--- src/rtl/ahb_burst_master.sv ---
// AHB-Lite master: splits a byte-count command into 1KB-safe INCR16/INCR8/INCR4/SINGLE bursts; `AHB_M_LOCK_EN locks a command.
// Latency: first NONSEQ three cycles after cmd_req is sampled (IDLE->ACCEPT->PLAN); cmd_done one cycle after the last data phase.
// Backpressure: hready low freezes every AHB flop; write beats wait on wdata_valid (IDLE/BUSY); read data has no backpressure.
module ahb_burst_master #(
    parameter int ADDRW     = 32,
    parameter int DATAW     = 32,
    parameter int BYTE_CNTW = 16,
    parameter int MAX_BEATS = 16
) (
    input  logic                 clk,
    input  logic                 rst,
    input  logic                 cmd_req,
    input  logic                 cmd_wr,
    input  logic [ADDRW-1:0]     cmd_addr,
    input  logic [BYTE_CNTW-1:0] cmd_byte_cnt,
    output logic                 cmd_ack,
    output logic                 cmd_done,
    output logic                 cmd_err,
    input  logic [DATAW-1:0]     wdata,
    input  logic                 wdata_valid,
    output logic                 wdata_ready,
    output logic [DATAW-1:0]     rdata,
    output logic                 rdata_valid,
    output logic [ADDRW-1:0]     haddr,
    output logic                 hwrite,
    output logic [2:0]           hsize,
    output logic [2:0]           hburst,
    output logic [1:0]           htrans,
    output logic [3:0]           hprot,
    output logic                 hmastlock,
    output logic [DATAW-1:0]     hwdata,
    input  logic [DATAW-1:0]     hrdata,
    input  logic                 hready,
    input  logic                 hresp
);

    localparam int BPB    = DATAW / 8;
    localparam int BPB_LG = $clog2(BPB);
    localparam int BEATW  = BYTE_CNTW;

    localparam logic [1:0] TR_IDLE   = 2'b00;
    localparam logic [1:0] TR_BUSY   = 2'b01;
    localparam logic [1:0] TR_NONSEQ = 2'b10;
    localparam logic [1:0] TR_SEQ    = 2'b11;

    localparam logic [2:0] HB_SINGLE = 3'b000;
    localparam logic [2:0] HB_INCR4  = 3'b011;
    localparam logic [2:0] HB_INCR8  = 3'b101;
    localparam logic [2:0] HB_INCR16 = 3'b111;

    typedef enum logic [2:0] {
        S_IDLE, S_ACCEPT, S_PLAN, S_XFER, S_DRAIN, S_DONE, S_ERR
    } state_t;

    state_t             state, state_nxt;
    logic [ADDRW-1:0]   addr;
    logic [BEATW-1:0]   beats_left;
    logic [4:0]         burst_left;
    logic               wr;
    logic               err_flag;
    logic [DATAW-1:0]   wbuf;
    logic               dp_vld;
    logic               dp_wr;

    logic               issue, issue_first, err_hit, last_of_burst, data_ok;
    logic [1:0]         htrans_nxt;
    logic [10:0]        blk_off;
    logic [4:0]         plan_len;
    logic [2:0]         plan_burst;

    assign hsize = 3'(BPB_LG);
    assign hprot = 4'b0001;

    // A burst must end strictly inside the current 1KB block.
    assign blk_off = {1'b0, addr[9:0]};

    always_comb begin
        plan_len   = 5'd1;
        plan_burst = HB_SINGLE;
        if (MAX_BEATS >= 16 && beats_left >= BEATW'(16) && (blk_off + 11'(16 * BPB)) < 11'd1024) begin
            plan_len   = 5'd16;
            plan_burst = HB_INCR16;
        end else if (MAX_BEATS >= 8 && beats_left >= BEATW'(8) && (blk_off + 11'(8 * BPB)) < 11'd1024) begin
            plan_len   = 5'd8;
            plan_burst = HB_INCR8;
        end else if (beats_left >= BEATW'(4) && (blk_off + 11'(4 * BPB)) < 11'd1024) begin
            plan_len   = 5'd4;
            plan_burst = HB_INCR4;
        end
    end

    assign data_ok       = !wr || wdata_valid;
    assign last_of_burst = (state == S_PLAN) ? (plan_len == 5'd1) : (burst_left == 5'd1);

    always_ff @(posedge clk or negedge rst) begin
        if (!rst) state <= S_IDLE;
        else      state <= state_nxt;
    end

    always_comb begin
        state_nxt   = state;
        issue       = 1'b0;
        issue_first = 1'b0;
        err_hit     = 1'b0;
        htrans_nxt  = TR_IDLE;
        case (state)
            S_IDLE:   if (cmd_req) state_nxt = S_ACCEPT;
            S_ACCEPT: state_nxt = (beats_left == '0) ? S_DONE : S_PLAN;
            S_PLAN, S_XFER, S_DRAIN: begin
                if (dp_vld && hresp && !hready) begin
                    err_hit   = 1'b1;
                    state_nxt = S_ERR;
                end else if (hready) begin
                    if (state == S_DRAIN) begin
                        if (!htrans[1]) state_nxt = S_DONE;
                    end else if (data_ok) begin
                        issue       = 1'b1;
                        issue_first = (state == S_PLAN);
                        htrans_nxt  = issue_first ? TR_NONSEQ : TR_SEQ;
                        if (last_of_burst)
                            state_nxt = (beats_left == BEATW'(1)) ? S_DRAIN : S_PLAN;
                        else
                            state_nxt = S_XFER;
                    end else if (state == S_XFER) begin
                        htrans_nxt = TR_BUSY;
                    end
                end
            end
            S_ERR:   if (hready) state_nxt = S_DONE;
            S_DONE:  state_nxt = S_IDLE;
            default: state_nxt = S_IDLE;
        endcase
    end

    assign cmd_ack     = (state == S_ACCEPT);
    assign cmd_done    = (state == S_DONE);
    assign cmd_err     = (state == S_DONE) && err_flag;
    assign wdata_ready = issue && wr;

    always_ff @(posedge clk or negedge rst) begin
        if (!rst) begin
            addr        <= '0;
            beats_left  <= '0;
            burst_left  <= '0;
            wr          <= 1'b0;
            err_flag    <= 1'b0;
            wbuf        <= '0;
            dp_vld      <= 1'b0;
            dp_wr       <= 1'b0;
            haddr       <= '0;
            hwrite      <= 1'b0;
            hburst      <= HB_SINGLE;
            htrans      <= TR_IDLE;
            hwdata      <= '0;
            rdata       <= '0;
            rdata_valid <= 1'b0;
        end else begin
            rdata_valid <= 1'b0;
            if (state == S_IDLE && cmd_req) begin
                addr       <= {cmd_addr[ADDRW-1:BPB_LG], {BPB_LG{1'b0}}};
                beats_left <= cmd_byte_cnt >> BPB_LG;
                wr         <= cmd_wr;
                err_flag   <= 1'b0;
            end
            if (err_hit) begin
                // Two-cycle error response: withdraw the pipelined beat during the wait cycle.
                htrans   <= TR_IDLE;
                err_flag <= 1'b1;
            end else if (hready) begin
                htrans <= htrans_nxt;
                if (issue) begin
                    haddr      <= addr;
                    addr       <= addr + ADDRW'(BPB);
                    beats_left <= beats_left - BEATW'(1);
                    hwrite     <= wr;
                    wbuf       <= wdata;
                    if (issue_first) begin
                        hburst     <= plan_burst;
                        burst_left <= plan_len - 5'd1;
                    end else begin
                        burst_left <= burst_left - 5'd1;
                    end
                end else if (state == S_XFER) begin
                    haddr <= addr;
                end
                if (dp_vld && !dp_wr && !hresp) begin
                    rdata       <= hrdata;
                    rdata_valid <= 1'b1;
                end
                // The beat on the address bus is accepted now and becomes the data phase.
                dp_vld <= htrans[1];
                dp_wr  <= hwrite;
                if (htrans[1] && hwrite) hwdata <= wbuf;
            end
        end
    end

`ifdef AHB_M_LOCK_EN
    logic lock_q;

    always_ff @(posedge clk or negedge rst) begin
        if (!rst) begin
            lock_q <= 1'b0;
        end else if (hready) begin
            if (issue_first)              lock_q <= 1'b1;
            else if (state_nxt == S_DONE) lock_q <= 1'b0;
        end
    end

    assign hmastlock = lock_q;
`else
    assign hmastlock = 1'b0;
`endif

endmodule

--- config.mk ---
export PLATFORM = sky130hd
export DESIGN_NAME = ahb_burst_master
export DESIGN_NICKNAME = d
export VERILOG_FILES = /design/src/rtl/ahb_burst_master.sv
export SDC_FILE = /design/constraint.sdc
export NUM_CORES = 1
export LEC_CHECK = 0
export CORE_MARGIN = 1
export CORE_UTILIZATION = 40
export DETAILED_ROUTE_END_ITERATION = 10
export GPL_TIMING_DRIVEN = 0
export PLACE_DENSITY = 0.71
export SLEW_MARGIN = 20
export SYNTH_ARGS = -nofsm -noshare
export SYNTH_HDL_FRONTEND = slang
export SYNTH_SLANG_ARGS = --single-unit
--- constraint.sdc ---
create_clock -name clk -period 2 [get_ports clk]
set_input_delay 0.5 -clock clk [delete_from_list [all_inputs] [get_ports clk]]
set_output_delay 0.5 -clock clk [all_outputs]
set_load 0.03 [all_outputs]
======== After elaboration in Yosys (flattened, before gate mapping) ========
Cells that the tools add are included.
cells by class
  muxes and demuxes ....................... 54
  add/subtract/negate cells ............... 7
  magnitude comparators ................... 6
  reductions and logical operators ........ 29
  bitwise gates (word level) .............. 1
  equality and inequality tests ........... 14
operators with widths
  cell                                                                                  count
  32-bit two-way mux                                                                    6
  16-bit two-way mux                                                                    4
  3-bit two-way mux                                                                     13
  11-bit < comparator, second input constant                                            3
  32-bit by 3-bit adder with 32-bit output, second input constant                       1
  1-bit two-way mux                                                                     20
  16-bit by 1-bit equality test with 1-bit output, second input constant                1
  16-bit by 3-bit greater-or-equal comparator with 1-bit output, second input constant  1
  16-bit by 4-bit greater-or-equal comparator with 1-bit output, second input constant  1
  16-bit by 5-bit greater-or-equal comparator with 1-bit output, second input constant  1
  16-bit logical NOT                                                                    1
  16-bit by 1-bit subtractor with 16-bit output, second input constant                  1
  5-bit two-way mux                                                                     3
  2-bit two-way mux                                                                     7
  3-bit case mux with 4 select lines                                                    1
  3-bit AND reduction                                                                   4
  10-bit by 5-bit adder with 11-bit output, second input constant                       1
  10-bit by 6-bit adder with 11-bit output, second input constant                       1
  10-bit by 7-bit adder with 11-bit output, second input constant                       1
  1-bit logical AND                                                                     11
  5-bit by 1-bit equality test with 1-bit output, second input constant                 2
  5-bit by 1-bit subtractor with 5-bit output, second input constant                    2
  3-bit equality test, second input constant                                            3
  4-bit inequality test, second input constant                                          2
  other kinds (13)                                                                      20
storage, ports and cells
  output and inout port bits .............. 115
  logic and storage cells ................. 127
  register bits after elaboration ......... 195

======== Depth between registers and ports, before layout ========
  depth after elaboration ................. 14
  depth in mapped cells ................... 8

======== Least setup slack after synthesis ========
Ideal clock, no wire load.
  kind .................................... register to output
  from .................................... register state[0]
  to ...................................... output cmd_ack
  stages on the path, launching flop included .. 5
  required time ........................... 1.500 ns
  arrival time ............................ 1.498 ns
  slack ................................... 0.002 ns
  buffers on the path ..................... 2
  cells stage by stage .................... dfrtp_1 -> clkbuf_1 -> inv_1 -> clkbuf_1 -> nor3_1
on the way
  longest elaborated chain between the ends .. 1
RTL lines
  item                                            line  source
  start: declaration                              55    state_t state, state_nxt;
  start signal: assignment                        97    else state <= state_nxt;
  3-bit by 1-bit equality test with 1-bit output  135   assign cmd_ack = (state == S_ACCEPT);
  end: declaration                                16    output logic cmd_ack,
No other way between the ends.

======== Worst setup path in the final report ========
  from .................................... register state[2]
  to ...................................... output wdata_ready
on the way
  longest elaborated chain between the ends .. 6
  elaborated cells on any way between the ends .. 9
  those cells by class .................... eq/ne: 3; mux: 4; reduce/logical: 2
RTL lines
  item                   line      source
  3-bit equality test    106, 114
  1-bit two-way mux      114       if (state == S_DRAIN) begin
  1-bit two-way mux      113       end else if (hready) begin
  1-bit two-way mux      110       if (dp_vld && hresp && !hready) begin
  1-bit two-way mux (*)  106       case (state)
  1-bit logical AND (*)  138       assign wdata_ready = issue && wr;
  end: declaration       21        output logic wdata_ready,
Every way passes the cells marked *; elsewhere a longest branch is shown, timed or not.

==> results_dict.tcl <==
set metrics [dict create \
    htreeDepth 4 \
    cts_root_buffer "clkbuf_16" \
    p_leak_nw 5.92 \
    cp-start-kind "register" \
    worst_pin_slew_ps 654 \
    viasPerCell 5.43 \
    fin_ws_ps -108 \
    finalWorstPathRequiredPeriod_ps 2110 \
    yosys_warnings 0 \
    grt_pass1_wl_mm 38.0 \
    status "finished, violations left" \
    final_cell_mix "dfrtp_1 (193), nand2_1 (133), clkdlybuf4s50_1 (132)" \
    cts_tree "built" \
    grt-ovfl-total 0 \
    place.gp.congestion 0.883 \
    wirelength_mm 24.5 \
    wl_per_cell_um 18.3 \
    grt_setup_unrepaired "true" \
    preCtsSetupSlack_ps -1240 \
    die-area_sq_mm 0.0224 \
    timing.fmax_mhz 474 \
    slew_viol_final 0 \
    clock_skew_ps 17.0 \
    worst_setup_path_end_kind "primary output" \
    track_usage_pct 22.2 \
    vdd_drop_max_uv 794 \
    finalSetupViolCount 1 \
    holdWs_ps 472 \
    swShare_pct 42.6 \
    cts_buffer_depth 2 \
    drt_iter0_drc 486 \
    seq_power_share_pct 33.8 \
    min_path_type "register to register" \
    arrival_ps 1610 \
    async_flop_share_pct 100 \
    vias 7285 \
    cellPowerDensity_mw_per_mm2 1650 \
    drive_gt1_share_pct 23.1 \
    synth-seq-cells 195 \
    diodes 0 \
    min_period_over_period_pct 105 \
    io_buffers 221 \
    drc 0 \
    nets 1179 \
    slew_headroom_pct 56.4 \
    ys_types 60 \
    antenna_left 0 \
    finalHoldViolCount 0 \
    dr.pass1.iters 5 \
    synth_ff_type "dfrtp_1" \
    die_height_um 150 \
    syn_area_sq_mm 0.00872 \
    antenna_found_initial 0 \
    clkTransAtPathRegs_ps 70 \
    critPathKind "register to primary output" \
    netSwitchingPower_mw 8.80 \
    p_int_mw 11.8 \
    synth_area_per_cell_sq_um 11.1 \
    power_frac_comb_pct 49.4 \
    syn2layout_area_growth_pct 43.8 \
    initial_core_util_pct 41.1 \
    clk_latency_ps 450 \
    coreArea_sq_mm 0.0212 \
    dp_hpwl_mm 17.2 \
    cp_max_fo 9 \
    syn_inst 786 \
    fp.dieW_um 150 \
    final_common_cell "dfrtp_1" \
    row_count 53 \
    grt_pass1_vias 7065 \
    boundaryPins 234 \
    cts_inserted_buffers 17 \
    failed_checks "setup timing" \
    cp.required_ps 1500 \
    seq_area_frac_synth_pct 56.0 \
    cap_violations 0 \
    synth_edf_count 0 \
    clock_sinks 195 \
    grt_max_degree 70 \
    p_clk_share_pct 16.7 \
]
-- cells by family (layout without fill, tap and decap cells) --
group                      after synthesis  in the layout  synth area share, %
xor gates and xnor gates                 3              3                0.302
DFF                                    195            195                 56.0
and+or+nand+nor                        286            286                 16.2
buffers and inverters                   66            341                 3.66
muxes                                   98             98                 12.6
other                                    2              8               0.0862
adders and majority gates                6              6                0.861
AOI/OAI and AO/OA                      130            130                 10.3
-- synth_stat cells (all sizes together) (9+ instances only) --
cell / instances / share of area [%]
buf: 35 / 2.3
clkbuf: 19 / 0.82
dfrtp: 195 / 56
a311oi: 12 / 1.2
mux2: 97 / 13
nor4: 9 / 1.2
a21oi: 28 / 1.6
nand3: 18 / 1.0
and3: 9 / 0.65
nor3: 22 / 1.5
nor2: 58 / 2.5
nand2: 133 / 5.7
o21ai: 23 / 1.3
nand4: 9 / 0.82
a211oi: 17 / 1.5
o22ai: 9 / 0.65
inv: 12 / 0.52
-- power by group through the flow --
| stage | sequential (mW) | clock [mW] | combinational [mW] |
|---|---|---|---|
| detailed placement | 7.03 | 0 | 9.72 |
| global placement | 6.96 | 0 | 9.56 |
| global route | 7.27 | 3.68 | 10.9 |
| floorplan | 8.66 | 0 | 4.28 |
| CTS | 6.99 | 3.52 | 10.0 |
| finish | 6.99 | 3.46 | 10.2 |
-- cell type report --
class,count,area (sq um)
buffer,53,360
clock buffer,17,425
clock inverter,15,190
fill,1777,8690
inverter,12,45.0
multi-input combinational,531,3680
sequential,195,4880
tap,275,344
timing repair buffer,244,2600
-- stage by stage --
stage | utilization [%] | cells | area, sq um | TNS (ps) | power [mW]
2_1_floorplan | - | 792 | 8740 | 0 | 12.9
3_5_place_dp | 53.5 | 1290 | 11400 | -112840 | 16.7
3_3_place_gp | 53.2 | 1288 | 11300 | -1627610 | 16.5
6_report | 59.1 | 1342 | 12500 | -108 | 20.7
5_1_grt | 59.1 | 1342 | 12500 | -780 | 21.9
4_1_cts | 57.4 | 1335 | 12200 | -128 | 20.5
-- path summary, 6_finish.rpt --
| check | cells past startpoint | slack, ps | startpoint | to |
|---|---|---|---|---|
| worst min-delay path | 2 | 470 | wbuf[0] | wbuf[0] |
| max in group asynchronous | 3 | 690 | rst | addr[2] |
| worst min register to register | 2 | 470 | wbuf[0] | wbuf[0] |
| min in group asynchronous | 2 | 550 | rst | haddr[16] |
| worst max register to register | 7 | 40 | burst_left[1] | state[2] |
| worst max-delay path | 6 | -110 | state[2] | wdata_ready |
-- critical path, cell delays in order, from the launching register on --
cell and delay, ps:
dfrtp_1 370, buf_6 140, nand3b_4 180, nor2_4 110, buf_6 100, and2_4 140
buf_6 120
-- state kept, by name, summed over array words and instances, names as in the netlist, 2 cells and up --
register / flops
haddr: 32
wbuf: 32
addr: 32
state: 3
burst_left: 5
hwdata: 32
beats_left: 16
rdata: 32
htrans: 2
hburst: 3
-- what timing repair did --
action                                  4_1_cts  5_1_grt
hold endpoints to repair                      3        0
pin swaps                                     6        9
buffers inserted                             13        7
hold buffers                                  1        0
resized for setup                            85      111
endpoints found under the setup margin      191      183
-- metal layers --
layer / GRT usage (%) / routed length [um]
met1: 29.9 / 10600
met2: 35.5 / 11600
met3: 4.48 / 1940
met4: 7.81 / 388
met5: 0 / 0
(Power assumes the default switching activity.)
